`config.mk`:
```
export PLATFORM = sky130hd
export DESIGN_NAME = ov7670_capture
export DESIGN_NICKNAME = d
export VERILOG_FILES = /design/src/rtl/ov7670_pkg.sv /design/src/rtl/ov7670_capture_dvp_sync_edge.sv /design/src/rtl/ov7670_capture.sv
export SDC_FILE = /design/constraint.sdc
export NUM_CORES = 1
export LEC_CHECK = 0
export BUFFER_PORTS_ARGS = -buffer_cell sky130_fd_sc_hd__buf_2
export CORE_ASPECT_RATIO = 0.7
export CORE_UTILIZATION = 55
export DETAILED_ROUTE_END_ITERATION = 8
export HOLD_SLACK_MARGIN = 0.03
export PLACE_DENSITY = 0.77
export REMOVE_ABC_BUFFERS = 1
export SLEW_MARGIN = 20
export SYNTH_ARGS = -nofsm -noshare
export SYNTH_HDL_FRONTEND = slang
export SYNTH_SLANG_ARGS = --single-unit
export TNS_END_PERCENT = 10
```
`constraint.sdc`:
```
create_clock -name iCLK -period 2.4 [get_ports iCLK]
set_input_delay 0 -clock iCLK [delete_from_list [all_inputs] [get_ports iCLK]]
set_output_delay 0 -clock iCLK [all_outputs]
set_load 0.01 [all_outputs]
```
`src/rtl/ov7670_pkg.sv`:
```
// Shared state encoding and default geometry for the OV7670 capture path.
package ov7670_pkg;
  typedef enum logic [1:0] {
    ST_WAIT_CFG   = 2'd0,
    ST_WAIT_FRAME = 2'd1,
    ST_SKIP       = 2'd2,
    ST_CAPTURE    = 2'd3
  } cap_state_e;

  localparam int H_ACTIVE_DEF   = 640;
  localparam int V_ACTIVE_DEF   = 480;
  localparam int FRAME_SKIP_DEF = 10;
  localparam int COORD_W        = 10;
endpackage

```
`src/rtl/ov7670_capture_dvp_sync_edge.sv`:
```
// Registers the raw DVP inputs once (VSYNC/HREF twice) and derives edge pulses.
module dvp_sync_edge (
  input  logic       clk_i,
  input  logic       rst_ni,
  input  logic       vsync_i,
  input  logic       href_i,
  input  logic [7:0] data_i,
  output logic       vsync_o,
  output logic       href_o,
  output logic [7:0] data_o,
  output logic       vs_rise_o,
  output logic       vs_fall_o,
  output logic       href_rise_o,
  output logic       href_fall_o
);
  logic       vs_r1_q, vs_r2_q, href_r1_q, href_r2_q;
  logic [7:0] data_r1_q;

  always_ff @(posedge clk_i or negedge rst_ni) begin
    if (!rst_ni) begin
      vs_r1_q   <= 1'b0;
      vs_r2_q   <= 1'b0;
      href_r1_q <= 1'b0;
      href_r2_q <= 1'b0;
      data_r1_q <= '0;
    end else begin
      vs_r1_q   <= vsync_i;
      vs_r2_q   <= vs_r1_q;
      href_r1_q <= href_i;
      href_r2_q <= href_r1_q;
      data_r1_q <= data_i;
    end
  end

  assign vsync_o     = vs_r1_q;
  assign href_o      = href_r1_q;
  assign data_o      = data_r1_q;
  assign vs_rise_o   = vs_r1_q & ~vs_r2_q;
  assign vs_fall_o   = vs_r2_q & ~vs_r1_q;
  assign href_rise_o = href_r1_q & ~href_r2_q;
  assign href_fall_o = href_r2_q & ~href_r1_q;
endmodule

```
`src/rtl/ov7670_capture.sv`:
```
// Waits for sensor configuration, skips settling frames, then pairs DVP bytes
// into RGB565 pixels tagged with position and frame/line markers.
module ov7670_capture
  import ov7670_pkg::*;
#(
  parameter int H_ACTIVE   = H_ACTIVE_DEF,
  parameter int V_ACTIVE   = V_ACTIVE_DEF,
  parameter int FRAME_SKIP = FRAME_SKIP_DEF
) (
  input  logic               iCLK,
  input  logic               iRST_N,
  input  logic               iCFG_DONE,
  input  logic               iCMOS_VSYNC,
  input  logic               iCMOS_HREF,
  input  logic [7:0]         iCMOS_DATA,
  output logic [15:0]        oPIX_DATA,
  output logic               oPIX_VALID,
  output logic [COORD_W-1:0] oX,
  output logic [COORD_W-1:0] oY,
  output logic               oFRAME_START,
  output logic               oLINE_END,
  output logic               oFRAME_ERR,
  output logic [7:0]         oFRAME_CNT
);
  localparam int            CW       = COORD_W + 1;
  localparam logic [CW-1:0] H_MAX    = CW'(H_ACTIVE);
  localparam logic [CW-1:0] H_LAST   = CW'(H_ACTIVE - 1);
  localparam logic [CW-1:0] V_MAX    = CW'(V_ACTIVE);
  localparam logic [7:0]    SKIP_MAX = 8'(FRAME_SKIP);

  logic       vsync_r1, href_r1, vs_rise, vs_fall, href_rise, href_fall;
  logic [7:0] data_r1;

  dvp_sync_edge u_sync (
    .clk_i       (iCLK),
    .rst_ni      (iRST_N),
    .vsync_i     (iCMOS_VSYNC),
    .href_i      (iCMOS_HREF),
    .data_i      (iCMOS_DATA),
    .vsync_o     (vsync_r1),
    .href_o      (href_r1),
    .data_o      (data_r1),
    .vs_rise_o   (vs_rise),
    .vs_fall_o   (vs_fall),
    .href_rise_o (href_rise),
    .href_fall_o (href_fall)
  );

  cap_state_e         state_q, state_d;
  logic [7:0]         skip_q, skip_d, fcnt_q, fcnt_d, hi_byte_q, hi_byte_d;
  logic               vs_seen_q, vs_seen_d, hi_pend_q, hi_pend_d;
  logic [CW-1:0]      px_q, px_d, ln_q, ln_d;
  logic [15:0]        pix_q, pix_d;
  logic [COORD_W-1:0] x_q, x_d, y_q, y_d;
  logic               valid_q, valid_d, fs_q, fs_d, le_q, le_d, err_q, err_d;

  always_comb begin
    state_d   = state_q;
    skip_d    = skip_q;
    vs_seen_d = vs_seen_q | vsync_r1;
    px_d      = px_q;
    ln_d      = ln_q;
    hi_pend_d = hi_pend_q;
    hi_byte_d = hi_byte_q;
    pix_d     = pix_q;
    x_d       = x_q;
    y_d       = y_q;
    valid_d   = 1'b0;
    fs_d      = 1'b0;
    le_d      = 1'b0;
    err_d     = err_q;
    fcnt_d    = fcnt_q;
    case (state_q)
      ST_WAIT_CFG: begin
        // Forget any VSYNC seen before configuration so a frame already in
        // progress is never picked up halfway.
        vs_seen_d = 1'b0;
        if (iCFG_DONE) state_d = ST_WAIT_FRAME;
      end
      ST_WAIT_FRAME: begin
        if (vs_fall && vs_seen_q) begin
          if (skip_q < SKIP_MAX) begin
            state_d = ST_SKIP;
          end else begin
            state_d   = ST_CAPTURE;
            err_d     = 1'b0;
            px_d      = '0;
            ln_d      = '0;
            hi_pend_d = 1'b0;
          end
        end
      end
      ST_SKIP: begin
        if (vs_rise) begin
          skip_d  = skip_q + 8'd1;
          state_d = ST_WAIT_FRAME;
        end
      end
      ST_CAPTURE: begin
        if (vs_rise) begin
          state_d = ST_WAIT_FRAME;
          fcnt_d  = fcnt_q + 8'd1;
          if (href_r1 || ln_q != V_MAX) err_d = 1'b1;
        end else if (href_fall) begin
          if (hi_pend_q || (ln_q < V_MAX && px_q != H_MAX)) err_d = 1'b1;
          hi_pend_d = 1'b0;
          px_d      = '0;
          if (ln_q < V_MAX) ln_d = ln_q + CW'(1);
        end else if (href_r1) begin
          if (href_rise && ln_q >= V_MAX) err_d = 1'b1;
          // The first byte after HREF rises is always the high byte.
          if (href_rise || !hi_pend_q) begin
            hi_byte_d = data_r1;
            hi_pend_d = 1'b1;
          end else begin
            hi_pend_d = 1'b0;
            if (ln_q < V_MAX && px_q < H_MAX) begin
              pix_d   = {hi_byte_q, data_r1};
              x_d     = px_q[COORD_W-1:0];
              y_d     = ln_q[COORD_W-1:0];
              valid_d = 1'b1;
              fs_d    = (px_q == '0) && (ln_q == '0);
              le_d    = (px_q == H_LAST);
              px_d    = px_q + CW'(1);
            end else begin
              err_d = 1'b1;
            end
          end
        end
      end
      default: state_d = ST_WAIT_CFG;
    endcase
    if (!iCFG_DONE) begin
      state_d   = ST_WAIT_CFG;
      skip_d    = '0;
      hi_pend_d = 1'b0;
      valid_d   = 1'b0;
      fs_d      = 1'b0;
      le_d      = 1'b0;
    end
  end

  always_ff @(posedge iCLK or negedge iRST_N) begin
    if (!iRST_N) begin
      state_q   <= ST_WAIT_CFG;
      skip_q    <= '0;
      vs_seen_q <= 1'b0;
      px_q      <= '0;
      ln_q      <= '0;
      hi_pend_q <= 1'b0;
      hi_byte_q <= '0;
      pix_q     <= '0;
      x_q       <= '0;
      y_q       <= '0;
      valid_q   <= 1'b0;
      fs_q      <= 1'b0;
      le_q      <= 1'b0;
      err_q     <= 1'b0;
      fcnt_q    <= '0;
    end else begin
      state_q   <= state_d;
      skip_q    <= skip_d;
      vs_seen_q <= vs_seen_d;
      px_q      <= px_d;
      ln_q      <= ln_d;
      hi_pend_q <= hi_pend_d;
      hi_byte_q <= hi_byte_d;
      pix_q     <= pix_d;
      x_q       <= x_d;
      y_q       <= y_d;
      valid_q   <= valid_d;
      fs_q      <= fs_d;
      le_q      <= le_d;
      err_q     <= err_d;
      fcnt_q    <= fcnt_d;
    end
  end

  assign oPIX_DATA    = pix_q;
  assign oPIX_VALID   = valid_q;
  assign oX           = x_q;
  assign oY           = y_q;
  assign oFRAME_START = fs_q;
  assign oLINE_END    = le_q;
  assign oFRAME_ERR   = err_q;
  assign oFRAME_CNT   = fcnt_q;
endmodule
```
Word level (Yosys, flattened, before mapping)
Cells that the tools add are included.
Widths: inputs -> output; s select.
Storage, ports and cells
  output and inout port bits: 48
  logic and storage cells: 147
  input port bits: 13
  bits in registers: 102
Operators by class
  eq/ne operators: 25
  add/subtract/negate cells: 4
  reductions and logical operators: 23
  mux-type cells: 59
  order comparisons: 4
  bitwise logic cells: 12
Operator list (number)
  $mux 11: 10
  $pmux 11 s2: 2
  $mux 1: 38
  $mux 8: 3
  $add 11x1->11 const B: 2
  $logic_not 11->1: 2
  $ne 3x3->1 const B: 6
  $reduce_and 6->1: 3
  $add 8x1->8 const B: 2
  $eq 11x10->1 const B: 1
  $ge 11x9->1 const B: 1
  $lt 11x10->1 const B: 1
  $lt 11x9->1 const B: 1
  $ne 11x10->1 const B: 1
  $ne 11x9->1 const B: 1
  $ne 2x2->1 const B: 5
  $reduce_and 5->1: 2
  $lt 8x4->1 const B: 1
  $ne 4x3->1 const B: 2
  $not 1->1: 7
  $reduce_and 7->1: 1
  $mux 2: 3
  $ne 3x2->1 const B: 2
  $pmux 2 s3: 1
  15 further kinds: 29

Depth between registers and ports, before layout
  depth in word-level cells: 10
  gate-level depth with buffers: 8
  mapped depth without buffers: 7

Hierarchy
A second synthesis with hierarchy kept.
Unflattened totals
  cells, all modules: 361
  area total of the unflattened synthesis: 4426.7 um2
Modules (own cells, without submodules)
  ov7670_capture: times used 1, seq. area each 2252.2 um2, cells an instance 345, area an instance 4091.4 um2
  dvp_sync_edge: times used 1, seq. area each 300.3 um2, cells an instance 16, area an instance 335.3 um2

Least setup slack after synthesis
OpenSTA, ideal clock, no wires.
  kind: register to register
  start: reg px_q[7]
  end: reg px_q[7]
  path buffers: 2
  library setup time: 0.078 ns
  cell stages (with the launch flop): 8
  required time: 2.322 ns
  path slack: 0.597 ns
  arrival: 1.726 ns
  period minus slack after synthesis: 1.803 ns
  path through: dfrtp_1 > buf_6 > o21ai_2 > nand2b_2 > o31a_1 > buf_6 > or4_1 > a21boi_1
On the way
  cells in the longest elaborated chain, start to end: 7
  elaborated cells between the ends (all ways): 11
  classes of those cells: 1 x add/sub; 1 x order compare; 1 x eq/ne; 6 x mux; 2 x reduce/logical
RTL lines
  from (decl): line ov7670_capture.sv:52  | logic [CW-1:0] px_q, px_d, ln_q, ln_d;
  from (signal assigned): line ov7670_capture.sv:164  | px_q <= px_d;
  $add 11x1->11: line ov7670_capture.sv:124  | px_d = px_q + CW'(1);
  $mux 11: line ov7670_capture.sv:117  | if (ln_q < V_MAX && px_q < H_MAX) begin
  $mux 11: line ov7670_capture.sv:112  | if (href_rise || !hi_pend_q) begin
  $mux 11: line ov7670_capture.sv:109  | end else if (href_r1) begin
  $mux 11: line ov7670_capture.sv:104  | end else if (href_fall) begin
  $mux 11: line ov7670_capture.sv:100  | if (vs_rise) begin
  $pmux 11 s2: line ov7670_capture.sv:73  | case (state_q)
Parallel ways exist; a longest one is shown, timed or not. The select of a mux whose other input is x is not followed.
A chain may end at the register's enable or synchronous reset.

Worst setup path after layout
  start: reg state_q[1]
  end: reg px_q[6]
On the way
  cells in the longest elaborated chain, start to end: 3
  elaborated cells between the ends (all ways): 11
  classes of those cells: 8 x eq/ne; 1 x mux; 2 x reduce/logical
RTL lines
  from (decl): line ov7670_capture.sv:49  | cap_state_e state_q, state_d;
  from (signal assigned): line ov7670_capture.sv:161  | state_q <= state_d;
  $eq 2x2->1 / $eq 2x1->1 (equally long branches): line ov7670_capture.sv:73
  $ne 3x2->1 (no line), or another cell as far along
  $reduce_and 7->1 (no line)
Parallel ways exist; a longest one is shown, timed or not.

==> impl_metrics.env <==
export IMPL_area_delta_synth_final_pct=18.9
export IMPL_critPathKind="reg -> reg"
export IMPL_fin_skew_ps=8.06
export IMPL_yosys_top_cells_count="nand2_1 (120), dfrtp_1 (102), nor2_1 (28)"
export IMPL_coreArea_sq_um=7910
export IMPL_vdd_drop_max_mv=0.496
export IMPL_fin_nets=537
export IMPL_met2_usage_pct=37.6
export IMPL_rr_worst_depth=5
export IMPL_clockPowerShare_pct=44.1
export IMPL_arrival_ps=2340
export IMPL_period_needed_ps=2130
export IMPL_relSlewSlack_pct=54.6
export IMPL_die_area_sq_um=8560
export IMPL_drv_cap=0
export IMPL_grt_usage_pct=24.6
export IMPL_outcome="finished clean"
export IMPL_overflow=0
export IMPL_via_per_inst=5.67
export IMPL_grtUsageMet1_pct=34.4
export IMPL_syn_cell_area_sq_um=4500
export IMPL_synthCells=446
export IMPL_grt_pass1_vias=3428
export IMPL_synth_edff_count=0
export IMPL_power_leakage_nw=2.70
export IMPL_grt_antenna_before_repair=0
export IMPL_p_int_mw=2.76
export IMPL_clk_pin_slew_worst_paths_ps=70
export IMPL_initial_core_util_pct=57.0
export IMPL_synth_compound_area_share_pct=9.81
export IMPL_met3_usage_pct=5.46
export IMPL_fp_row_count=27
export IMPL_portBuffers=60
export IMPL_crit_path_start_kind="flop"
export IMPL_yosys_area_top_type="dfrtp_1"
export IMPL_slowest_stage="dfrtp_1"
export IMPL_htree_levels=3
export IMPL_grt_first_pass_wirelength_mm=16.1
export IMPL_worstHoldPathType="in -> async"
export IMPL_dieWidth_um=110
export IMPL_finalPower_mw=3.53
export IMPL_gp_congestion=0.900
export IMPL_synth_area_top_cells="dfrtp_1 (57%), nand2_1 (10%), o31ai_1 (2.8%)"
export IMPL_cts_sinks=102
export IMPL_synthAdderAreaFrac_pct=1.67
export IMPL_wirelength_mm=9.57
export IMPL_yosys_register_bits=102
export IMPL_final_cell_area_sq_um=5350
export IMPL_clkLatencyLatePin_ps=340
export IMPL_avgSynthCellArea_sq_um=10.1
export IMPL_drt_iter0_markers=173
export IMPL_yosysSeqAreaShare_pct=56.7
export IMPL_fin_crit_sh_pct=88.6
export IMPL_switching_share_pct=21.7
export IMPL_required_ps=2610
export IMPL_dieHeight_um=77.7
export IMPL_async_reset_ff_share_pct=100
export IMPL_power_frac_seq_pct=51.2
export IMPL_max_stage_delay_ps=480
export IMPL_clock_root_buffer="clkbuf_16"
export IMPL_post_cts_setup_buffers=0
export IMPL_vias=3538
export IMPL_combPwrFrac_pct=4.8
export IMPL_end_kind="flop"
export IMPL_slew_violations=0
export IMPL_synth_top_family_by_area="simple AND/OR/NAND/NOR gates"
export IMPL_avgRoutedWirePerCell_um=15.3
export IMPL_timing_fmax_mhz=470
export IMPL_yosysTopAreaCellShare_pct=56.7
export IMPL_drc=0
export IMPL_crit_chain="or3_4 -> o41ai_4 -> a21o_1 -> nand2b_1 -> o31ai_1"
export IMPL_clock_path_buffers=2
export IMPL_synth_warnings=0
export IMPL_cp_max_fo=12
export IMPL_synth_most_common_cell="nand2_1"
export IMPL_drive_gt1_share_pct=19.7
export IMPL_yosys_area_share_simple_pct=23.3
export IMPL_dr_pass1_iters=5
export IMPL_p_switching_mw=0.766
export IMPL_rsz0062_at_grt="no"
export IMPL_io_pins=61
export IMPL_cts_resized=0
export IMPL_cts_tree="done"
export IMPL_place_area_sq_um=4910
export IMPL_cts_made_buffers=9
export IMPL_finalSetupViolCount=0
export IMPL_tightest_slew_ps=681
export IMPL_synthMuxAreaShare_pct=2.69
export IMPL_ys_flop_type="dfrtp_1"
export IMPL_ant_nets=0
export IMPL_powerDensity_nw_per_um2=659
export IMPL_yosysUniqueCellTypes=53
export IMPL_hpwl_mm=6.26
export IMPL_synth_xor_area_share_pct=2.72
export IMPL_post_route_util_pct=67.7
export IMPL_hold_viol=0
export IMPL_grt_max_degree=54
export IMPL_grt_busiest_layer="met2"
export IMPL_antenna_cells=0
==> cell usage in the layout (no fill, tap or decap), types with 5 or more instances in the layout <==
| master | n |
|---|---|
| ha_1 | 6 |
| inv_1 | 9 |
| buf_2 | 59 |
| dfrtp_1 | 102 |
| o21ai_0 | 13 |
| or4_1 | 10 |
| nand3_1 | 16 |
| nand4_1 | 9 |
| xnor2_1 | 8 |
| buf_4 | 9 |
| o31ai_1 | 17 |
| nor3_1 | 5 |
| mux2_2 | 9 |
| nand2_1 | 120 |
| clkbuf_16 | 9 |
| nor2_1 | 28 |
| a21oi_1 | 12 |
| nand2b_1 | 5 |
| dlygate4sd3_1 | 12 |
| xor2_1 | 6 |
==> path summary, 6_finish.rpt <==
kind | slack (ps) | startpoint | endpoint
max in group asynchronous | 1470 | iRST_N | oY[6]
min in group iCLK | 300 | iCMOS_DATA[5] | u_sync.data_o[5]
hold / removal | 240 | iRST_N | px_q[10]
setup reg to reg | 270 | state_q[1] | px_q[6]
hold reg to reg | 460 | u_sync.data_o[3] | oPIX_DATA[3]
setup / recovery | 270 | state_q[1] | px_q[6]
==> kinds of logic (layout without fill, tap and decap cells) <==
kind of cell | count (synthesis) | count (layout)
xor+xnor | 14 | 14
mux | 11 | 11
compound gates | 63 | 63
flops | 102 | 102
simple gates | 221 | 221
fa+ha+maj | 6 | 6
buf+inv | 29 | 106
==> state kept, by name, indices dropped and copies added, names as in the netlist, 2 cells and up <==
register and flops:
oPIX_DATA 16, ln_q 11, px_q 11, oX 10
oY 10, hi_byte_q 8, oFRAME_CNT 8, skip_q 8
u_sync.data_o 8, state_q 2
==> metal layers <==
layer  share of wire [%]  wire length [um]  vias up
met5                   0                 0        -
met4                 1.4               135        0
met3                 5.5               525       15
met2                  46              4440      119
met1                  47              4470     1709
li1                    -                 -     1695
==> layout make-up <==
type	count	area (sq um)
clock inverter	6	91.3
multi-input combinational	315	1820
inverter	9	33.8
sequential	102	2550
fill	611	2550
tap	101	126
clock buffer	10	229
timing repair buffer	81	503
==> worst max-delay path: cells and delay by family, from the launching register on <==
kind | cells | cell delay (ps)
AO/OA/AOI/OAI | 3 | 800
AND/OR/NAND/NOR | 2 | 720
flip-flops | 1 | 480
==> power by group through the flow <==
stage                     registers [mW]  logic, mW  clock network (mW)
after floorplan                     1.83     0.0654                   0
after global placement              1.83      0.147                   0
after detailed placement            1.84      0.153                   0
after CTS                           1.80      0.170                1.58
after global routing                1.81      0.187                1.64
final                               1.80      0.169                1.55
==> repair_timing <==
item                       4_1_cts  5_1_grt
hold endpoints to repair        64        0
setup endpoints to repair        0        0
hold buffers                    12        0
==> stage by stage <==
stage / hold slack (ps) / TNS, ps / std cells / setup WS, ps
floorplan: -296 / -6880 / 426 / -353
global placement: 78.1 / 0 / 596 / 426
detailed placement: 81.3 / 0 / 596 / 313
CTS: 258 / 0 / 624 / 304
global route: 291 / 0 / 624 / 158
finish: 243 / 0 / 624 / 274
Note: power is estimated with default switching activity, not from simulation.
